**config.mk**
```make
export PLATFORM = sky130hd
export DESIGN_NAME = fir_filter
export DESIGN_NICKNAME = d
export VERILOG_FILES = /design/src/rtl/fir_pkg.sv /design/src/rtl/fir_mac.sv /design/src/rtl/fir_filter.sv
export SDC_FILE = /design/constraint.sdc
export NUM_CORES = 1
export LEC_CHECK = 0
export BUFFER_PORTS_ARGS = -buffer_cell sky130_fd_sc_hd__buf_4
export CORE_UTILIZATION = 60
export DETAILED_ROUTE_END_ITERATION = 8
export PLACE_DENSITY = 0.77
export SETUP_SLACK_MARGIN = 0.05
export SYNTH_ARGS = -nofsm -noshare
export SYNTH_HDL_FRONTEND = slang
export SYNTH_SLANG_ARGS = --single-unit
```
**constraint.sdc**
```tcl
create_clock -name clk -period 12.2 [get_ports clk]
set_input_delay 1.22 -clock clk [delete_from_list [all_inputs] [get_ports clk]]
set_output_delay 1.22 -clock clk [all_outputs]
set_load 0.01 [all_outputs]
```
**src/rtl/fir_pkg.sv**
```systemverilog
// Shared constants for the 8-tap symmetric low-pass FIR.
// The Q1.15 coefficients sum to 32768, which is unity DC gain.
package fir_pkg;

    localparam int unsigned TAPS   = 8;
    localparam int unsigned COEFFW = 16;
    localparam int unsigned ACC_W  = 35;
    localparam int          ROUND  = 1 << 14;
    localparam int unsigned SHIFT  = 15;

    typedef logic signed [COEFFW-1:0] coeff_t;

    localparam coeff_t COEFFS [TAPS] = '{
        16'sd1024, 16'sd2048, 16'sd4096, 16'sd9216,
        16'sd9216, 16'sd4096, 16'sd2048, 16'sd1024
    };

    function automatic longint sat_max(input int unsigned n);
        return (64'sd1 <<< (n - 1)) - 64'sd1;
    endfunction

    function automatic longint sat_min(input int unsigned n);
        return -(64'sd1 <<< (n - 1));
    endfunction

    localparam longint SAT_MAX = sat_max(16);
    localparam longint SAT_MIN = sat_min(16);

endpackage

```
**src/rtl/fir_mac.sv**
```systemverilog
// Combinational multiply-accumulate over the delay line, followed by
// round-half-up, arithmetic shift and saturation back to N bits.
module fir_mac
    import fir_pkg::*;
#(
    parameter int unsigned N                = 16,
    parameter coeff_t      COEFFS_P [TAPS]  = COEFFS
) (
    input  logic signed [N-1:0] taps_i [TAPS],
    output logic signed [N-1:0] y_o
);

    localparam int unsigned AccW = 2 * N + 3;
    localparam logic signed [AccW-1:0] YMax = AccW'(sat_max(N));
    localparam logic signed [AccW-1:0] YMin = AccW'(sat_min(N));

    logic signed [AccW-1:0] acc;
    logic signed [AccW-1:0] rnd;

    always_comb begin
        logic signed [AccW-1:0] xe;
        logic signed [AccW-1:0] ce;
        acc = '0;
        xe  = '0;
        ce  = '0;
        for (int unsigned i = 0; i < TAPS; i++) begin
            xe  = {{(AccW - N){taps_i[i][N-1]}}, taps_i[i]};
            ce  = {{(AccW - COEFFW){COEFFS_P[i][COEFFW-1]}}, COEFFS_P[i]};
            acc = acc + xe * ce;
        end
    end

    assign rnd = (acc + AccW'(ROUND)) >>> SHIFT;

    always_comb begin
        if (rnd > YMax) begin
            y_o = YMax[N-1:0];
        end else if (rnd < YMin) begin
            y_o = YMin[N-1:0];
        end else begin
            y_o = rnd[N-1:0];
        end
    end

endmodule

```
**src/rtl/fir_filter.sv**
```systemverilog
// Fixed-coefficient 8-tap FIR: delay line plus registered output, one sample per clock.
// data_out reflects the delay line as it stood before the current edge's shift.
module fir_filter
    import fir_pkg::*;
#(
    parameter int unsigned N = 16
) (
    input  logic                clk,
    input  logic                reset,
    input  logic signed [N-1:0] data_in,
    output logic signed [N-1:0] data_out
);

    logic signed [N-1:0] taps_q [TAPS];
    logic signed [N-1:0] y_d;

    fir_mac #(
        .N        (N),
        .COEFFS_P (COEFFS)
    ) u_mac (
        .taps_i (taps_q),
        .y_o    (y_d)
    );

    always_ff @(posedge clk or posedge reset) begin
        if (reset) begin
            for (int unsigned i = 0; i < TAPS; i++) begin
                taps_q[i] <= '0;
            end
            data_out <= '0;
        end else begin
            taps_q[0] <= data_in;
            for (int unsigned i = 1; i < TAPS; i++) begin
                taps_q[i] <= taps_q[i-1];
            end
            data_out <= y_d;
        end
    end

endmodule

```
Word level (Yosys, flattened, before mapping)
Index checks and enable logic that the tools add are counted.

Order comparisons: 2. $add $sub $neg: 8. Multiply operators: 2. Multiplexer cells: 2.

Operators with widths (number): 35-bit adder (2); 16-bit by 5-bit multiplier with 21-bit output (second input constant) (2); 35-bit by 16-bit adder with 35-bit output (second input constant) (1); 35-bit by 26-bit adder with 35-bit output (1); 35-bit by 27-bit adder with 35-bit output (1); 35-bit by 28-bit adder with 35-bit output (1); 16-bit two-way mux (2); 28-bit by 28-bit adder with 29-bit output (1); 26-bit by 27-bit adder with 28-bit output (1); 20-bit by 16-bit > comparator with 1-bit output (second input constant) (1); 20-bit by 16-bit less-than comparator with 1-bit output (second input constant) (1).

Output and inout bits: 16. Register bits after elaboration: 144. Input bits: 18.

Longest topological paths before layout
Depth after elaboration: 11. Depth in mapped cells: 31. Gate-level depth less buffers: 29.

Hierarchy
From an unflattened synthesis, not the netlist that was laid out.

Cell total of the unflattened synthesis: 805. Area total of the unflattened synthesis: 9598.0 um^2.

Modules (own cells, without submodules): fir_mac (area each 5990.7 um^2, instances 1, cells an instance 660); fir_filter (area each 3607.2 um^2, instances 1, cells an instance 145).

Least setup slack after synthesis
Ideal clock, no wire load.

Path type: reg-to-reg. Start: register taps_q[49] (netlist bit). End: register data_out[11]. Clock period less this slack: 7.134 ns. Buffers on the path: 2. Stages on the path, launching flop included: 27. Arrival time: 6.993 ns. Path slack: 5.066 ns. Cells stage by stage: dfrtp_1 ha_1 ha_1 fa_1 a21o_1 a21oi_1 o21bai_1 a211oi_1 o31ai_1 o211a_1 o21a_1 o21ai_0 xor2_1 fa_1 fa_1 fa_1 inv_1 ha_1 ha_1 clkbuf_1 mux2_2 a311o_1 a311oi_2 nor4_2 nor4_4 buf_6 o22ai_1.

Word-level cells in the longest chain between the ends: 9.

RTL lines: from (decl) (line fir_filter.sv:14) `logic signed [N-1:0] taps_q [TAPS];`; from (signal, indexed assignment) (line fir_filter.sv:34) `taps_q[i] <= taps_q[i-1];`; 16-bit by 5-bit multiplier with 21-bit output * (line fir_mac.sv:29) `acc = acc + xe * ce;`; 35-bit adder * (line fir_mac.sv:29); 35-bit by 28-bit adder with 35-bit output * (line fir_mac.sv:29); 35-bit by 27-bit adder with 35-bit output * (line fir_mac.sv:29); 35-bit by 26-bit adder with 35-bit output * (line fir_mac.sv:29); 35-bit by 16-bit adder with 35-bit output * (line fir_mac.sv:33) `assign rnd = (acc + AccW'(ROUND)) >>> SHIFT;`; 20-bit by 16-bit less-than comparator with 1-bit output (line fir_mac.sv:38) `end else if (rnd < YMin) begin`; 16-bit two-way mux (line fir_mac.sv:38); 16-bit two-way mux * (line fir_mac.sv:36) `if (rnd > YMax) begin`; via u_mac.y_o[11] (line fir_mac.sv:10) `output logic signed [N-1:0] y_o`; to (signal assigned) (line fir_filter.sv:36) `data_out <= y_d;`; to (decl) (line fir_filter.sv:11) `output logic signed [N-1:0] data_out`.

The timed path passes the listed nets; every way through them passes the cells marked *.

Final worst setup path
Start: register taps_q[80] (netlist bit). End: register data_out[14].

Word-level cells in the longest chain between the ends: 10.

RTL lines (line): 28-bit by 28-bit adder with 29-bit output * (fir_mac.sv:29); 35-bit adder * (2 in series) (fir_mac.sv:29); 35-bit by 28-bit adder with 35-bit output * (fir_mac.sv:29); 35-bit by 27-bit adder with 35-bit output * (fir_mac.sv:29); 35-bit by 26-bit adder with 35-bit output * (fir_mac.sv:29); 35-bit by 16-bit adder with 35-bit output * (fir_mac.sv:33); 20-bit by 16-bit less-than comparator with 1-bit output (fir_mac.sv:38); 16-bit two-way mux (fir_mac.sv:38); 16-bit two-way mux * (fir_mac.sv:36); via u_mac.y_o[14] (fir_mac.sv:10).

Marked as above.

==> flow_results.xml <==
<?xml version="1.0" encoding="UTF-8"?>
<metrics>
  <group name="grt">
    <metric name="grt_util_met2" unit="%">40.4</metric>
    <metric name="first_global_vias" unit="">6602</metric>
    <metric name="grt_max_degree" unit="">82</metric>
    <metric name="grt_first_pass_wirelength" unit="mm">31.4</metric>
    <metric name="met3_usage" unit="%">4.36</metric>
    <metric name="grtUsageMet1" unit="%">33.0</metric>
    <metric name="globalRouteOverflowTotal" unit="">0</metric>
    <metric name="antenna_found_initial" unit="">0</metric>
    <metric name="groute.usage.overall" unit="%">24.5</metric>
    <metric name="busiest_layer" unit="">met2</metric>
  </group>
  <group name="setup_path">
    <metric name="worstRegToRegCells" unit="">26</metric>
    <metric name="setup.worst_path.end_class" unit="">flop</metric>
    <metric name="critPathRequiredTime" unit="ns">12.46</metric>
    <metric name="timing.critical_path.arrival" unit="ns">8.38</metric>
    <metric name="worst-setup-path-type" unit="">reg2reg</metric>
    <metric name="reg2reg_slack" unit="ns">4.09</metric>
    <metric name="worstReg2RegStart" unit="">taps_q[80]</metric>
    <metric name="path_max_fanout" unit="">15</metric>
    <metric name="setup.worst_path.start_class" unit="">flop</metric>
    <metric name="r2r_end" unit="">data_out[14]</metric>
  </group>
  <group name="clock_tree">
    <metric name="cts.repair_timing.setup_buffer_count" unit="">0</metric>
    <metric name="clock_insertion_delay_at_the_later_pin_of_the_skew_report" unit="ns">0.43</metric>
    <metric name="path_clk_slew" unit="ns">0.07</metric>
    <metric name="tritoncts.num_buffers" unit="">17</metric>
    <metric name="cts_sinks" unit="">144</metric>
    <metric name="cts-root-to-sink-buffers" unit="">2</metric>
    <metric name="cts_max_level" unit="">4</metric>
    <metric name="cts_tree" unit="">yes</metric>
    <metric name="cts_hold_buf" unit="">0</metric>
    <metric name="cts-root-buf" unit="">clkbuf_16</metric>
    <metric name="post_cts_resized" unit="">0</metric>
  </group>
  <group name="finish">
    <metric name="n_fill_cell" unit="">1183</metric>
    <metric name="area_added_between_synthesis_and_finish" unit="%">10.5</metric>
    <metric name="layout_nets" unit="">1143</metric>
    <metric name="final_core_util" unit="%">68.5</metric>
    <metric name="drive_above_1_share" unit="%">8.65</metric>
    <metric name="multi_input_comb_area" unit="sq um">5830</metric>
    <metric name="num_antenna_cells" unit="">0</metric>
    <metric name="post-route-cell-area" unit="sq um">11000</metric>
    <metric name="final-seq-area" unit="sq um">3600</metric>
  </group>
  <group name="routing">
    <metric name="route.detailed.wl_per_inst" unit="microns">16.0</metric>
    <metric name="detailedRoute.firstPassIterationCount" unit="">5</metric>
    <metric name="routed-via-count" unit="">6395</metric>
    <metric name="routed_wirelength" unit="mm">18.3</metric>
    <metric name="avgViaCountPerCell" unit="">5.60</metric>
    <metric name="number_of_nets_still_failing_antenna_checks_after_routing" unit="">0</metric>
    <metric name="drt-initial-drc-count" unit="">298</metric>
    <metric name="drcViolationCount" unit="">0</metric>
  </group>
  <group name="min_path">
    <metric name="whs_path_cells" unit="">0</metric>
    <metric name="hp-start" unit="">taps_q[95]</metric>
    <metric name="min-delay-path-class" unit="">reg2reg</metric>
    <metric name="worst_hold_path.endpoint" unit="">taps_q[79]</metric>
  </group>
  <group name="floorplan">
    <metric name="initial_core_util" unit="%">61.9</metric>
    <metric name="dieWidth" unit="microns">131</metric>
    <metric name="design.die.area" unit="sq um">17100</metric>
    <metric name="die_height" unit="microns">131</metric>
    <metric name="design.core.area" unit="sq um">16100</metric>
    <metric name="placementRows" unit="">46</metric>
    <metric name="design.portCount" unit="">34</metric>
  </group>
  <group name="synthesis">
    <metric name="share_of_the_synthesized_area_in_the_top_cell_type" unit="%">36.2</metric>
    <metric name="synth_ff_type" unit="">dfrtp_1</metric>
    <metric name="yosys.cell_count.top_type" unit="">dfrtp_1</metric>
    <metric name="async_reset_ff_share" unit="%">100</metric>
    <metric name="syn_nets" unit="">1102</metric>
    <metric name="synth-edff-count" unit="">0</metric>
    <metric name="synthesis.instances" unit="">871</metric>
    <metric name="post_synth_most_frequent_cells" unit="">144 x dfrtp_1, 120 x inv_1, 117 x ha_1</metric>
    <metric name="synth_top_cell_by_area" unit="">dfrtp_1</metric>
    <metric name="synth_xor_area_share" unit="%">4.75</metric>
    <metric name="synth_cell_type_count" unit="">62</metric>
    <metric name="yosys_register_bits" unit="">144</metric>
    <metric name="syn-mean-instance-area" unit="sq um">11.4</metric>
    <metric name="synth.mux.area_fraction" unit="%">0.214</metric>
    <metric name="synthesis.yosys.warnings" unit="">0</metric>
    <metric name="post_synthesis_sequential_area_ratio" unit="%">36.2</metric>
    <metric name="synth-compound-area-share" unit="%">11.0</metric>
    <metric name="synth-simple-area-share" unit="%">8.60</metric>
    <metric name="synth_top_family_by_area" unit="">adder cells</metric>
    <metric name="synth_area" unit="sq um">9950</metric>
    <metric name="ys_top_cells_by_area" unit="">dfrtp_1 36%, fa_1 19%, ha_1 15%</metric>
    <metric name="synth_adder_area_share" unit="%">34.0</metric>
  </group>
  <group name="sta">
    <metric name="timing.setup.tns" unit="ns">0</metric>
    <metric name="maxSlewViolCount" unit="">0</metric>
    <metric name="finalClockSkew" unit="ns">0.0132</metric>
    <metric name="worst_slew_pin_slew" unit="ns">0.801</metric>
    <metric name="rsz0062_at_grt" unit="">no</metric>
    <metric name="achievable-frequency" unit="GHz">0.123</metric>
    <metric name="finalSetupViolations" unit="">0</metric>
    <metric name="final-hold-violation-count" unit="">0</metric>
    <metric name="relSlewSlack" unit="%">46.6</metric>
    <metric name="final.setup.worst_slack" unit="ns">4.09</metric>
    <metric name="period_needed" unit="ns">8.11</metric>
    <metric name="timing.final.crit_share" unit="%">66.5</metric>
  </group>
  <group name="status">
    <metric name="run_status" unit="">finished clean</metric>
  </group>
  <group name="placed_design">
    <metric name="dpl.hpwl" unit="mm">13.9</metric>
    <metric name="io_buffers" unit="">33</metric>
    <metric name="placement.setup.worst_slack" unit="ns">4.10</metric>
    <metric name="placed_cell_area" unit="sq um">10400</metric>
    <metric name="globalplace.congestion" unit="">0.846</metric>
  </group>
  <group name="run">
    <metric name="drv_cap" unit="">0</metric>
  </group>
</metrics>
==> metal layers <==
metal	routed length [microns]	part of all wire, %	up-vias
met5	0	0	-
met4	282	1.5	0
met3	714	3.9	26
met2	8880	49	122
met1	8420	46	3172
li1	-	-	3075
==> through the flow <==
stage / instances / hold WS [ns]
floorplan: 871 / 0.354
detailed placement: 1109 / 0.360
finish: 1141 / 0.372
CTS: 1141 / 0.373
global placement: 1109 / 0.360
global route: 1141 / 0.386
==> final cells by class <==
class	count	area share (%)
inverter	120	4.14
multi-input combinational	595	53.0
tap	216	2.46
clock buffer	17	3.87
timing repair buffer	34	2.32
sequential	144	32.8
clock inverter	15	1.40
==> critical path: stages, from the launching register on <==
cell      delay, ns
dfrtp_1        0.40
fa_1           0.48
ha_1           0.24
inv_1          0.08
fa_1           0.21
nor2b_1        0.05
o21ai_0        0.22
a21boi_0       0.17
o211ai_1       0.22
a21oi_1        0.12
nor4_1         0.48
nor3_1         0.18
or3_1          0.44
nand3_1        0.19
fa_1           0.44
fa_1           0.52
fa_1           0.59
inv_1          0.07
ha_1           0.39
ha_1           0.39
nand4_1        0.11
a211oi_1       0.38
nor3_1         0.09
a211oi_1       0.28
o211ai_1       0.27
nor4_4         0.72
o22ai_1        0.20
==> worst max path at each step <==
| stage | start | to | slack, ns | cells past startpoint |
|---|---|---|---|---|
| after global routing | taps_q[80] | data_out[6] | 3.43 | 26 |
| after global placement | taps_q[80] | data_out[1] | 4.36 | 27 |
| after CTS | taps_q[80] | data_out[14] | 4.05 | 26 |
| final | taps_q[80] | data_out[14] | 4.09 | 26 |
| after detailed placement | taps_q[80] | data_out[14] | 4.10 | 26 |
| after floorplan | taps_q[49] | data_out[11] | 5.07 | 26 |
==> state kept, by name, summed over array words and instances (netlist names) <==
signal / count
data_out: 16
taps_q: 128
==> layout by cell type, fill, tap and decap left out, types with 4 or more instances in the layout <==
master	count
dfrtp_1	144
inv_1	119
ha_1	117
fa_1	96
nor2_1	40
xnor2_1	37
a21oi_1	34
buf_4	34
nand2_1	31
o21ai_0	26
nor3_1	18
xor2_1	17
clkbuf_16	17
nand3_1	16
a21o_1	15
o22ai_1	13
nor2b_1	12
a211oi_1	11
o21a_1	11
nand4_1	10
and3_1	9
or3_1	6
o211ai_1	6
clkinvlp_4	6
a31oi_1	5
inv_6	5
a21boi_0	4
and2_1	4
nor4_1	4
==> cell families (layout without fill, tap and decap cells) <==
family,count (synthesis),in the layout
compound gates,161,161
xor+xnor,54,54
fa+ha+maj,213,213
buf+inv,132,186
flops,144,144
mux,2,2
simple gates,165,165
Power is not shown: default switching activity piles up to over one toggle a cycle in this logic, so the estimate is an artifact.
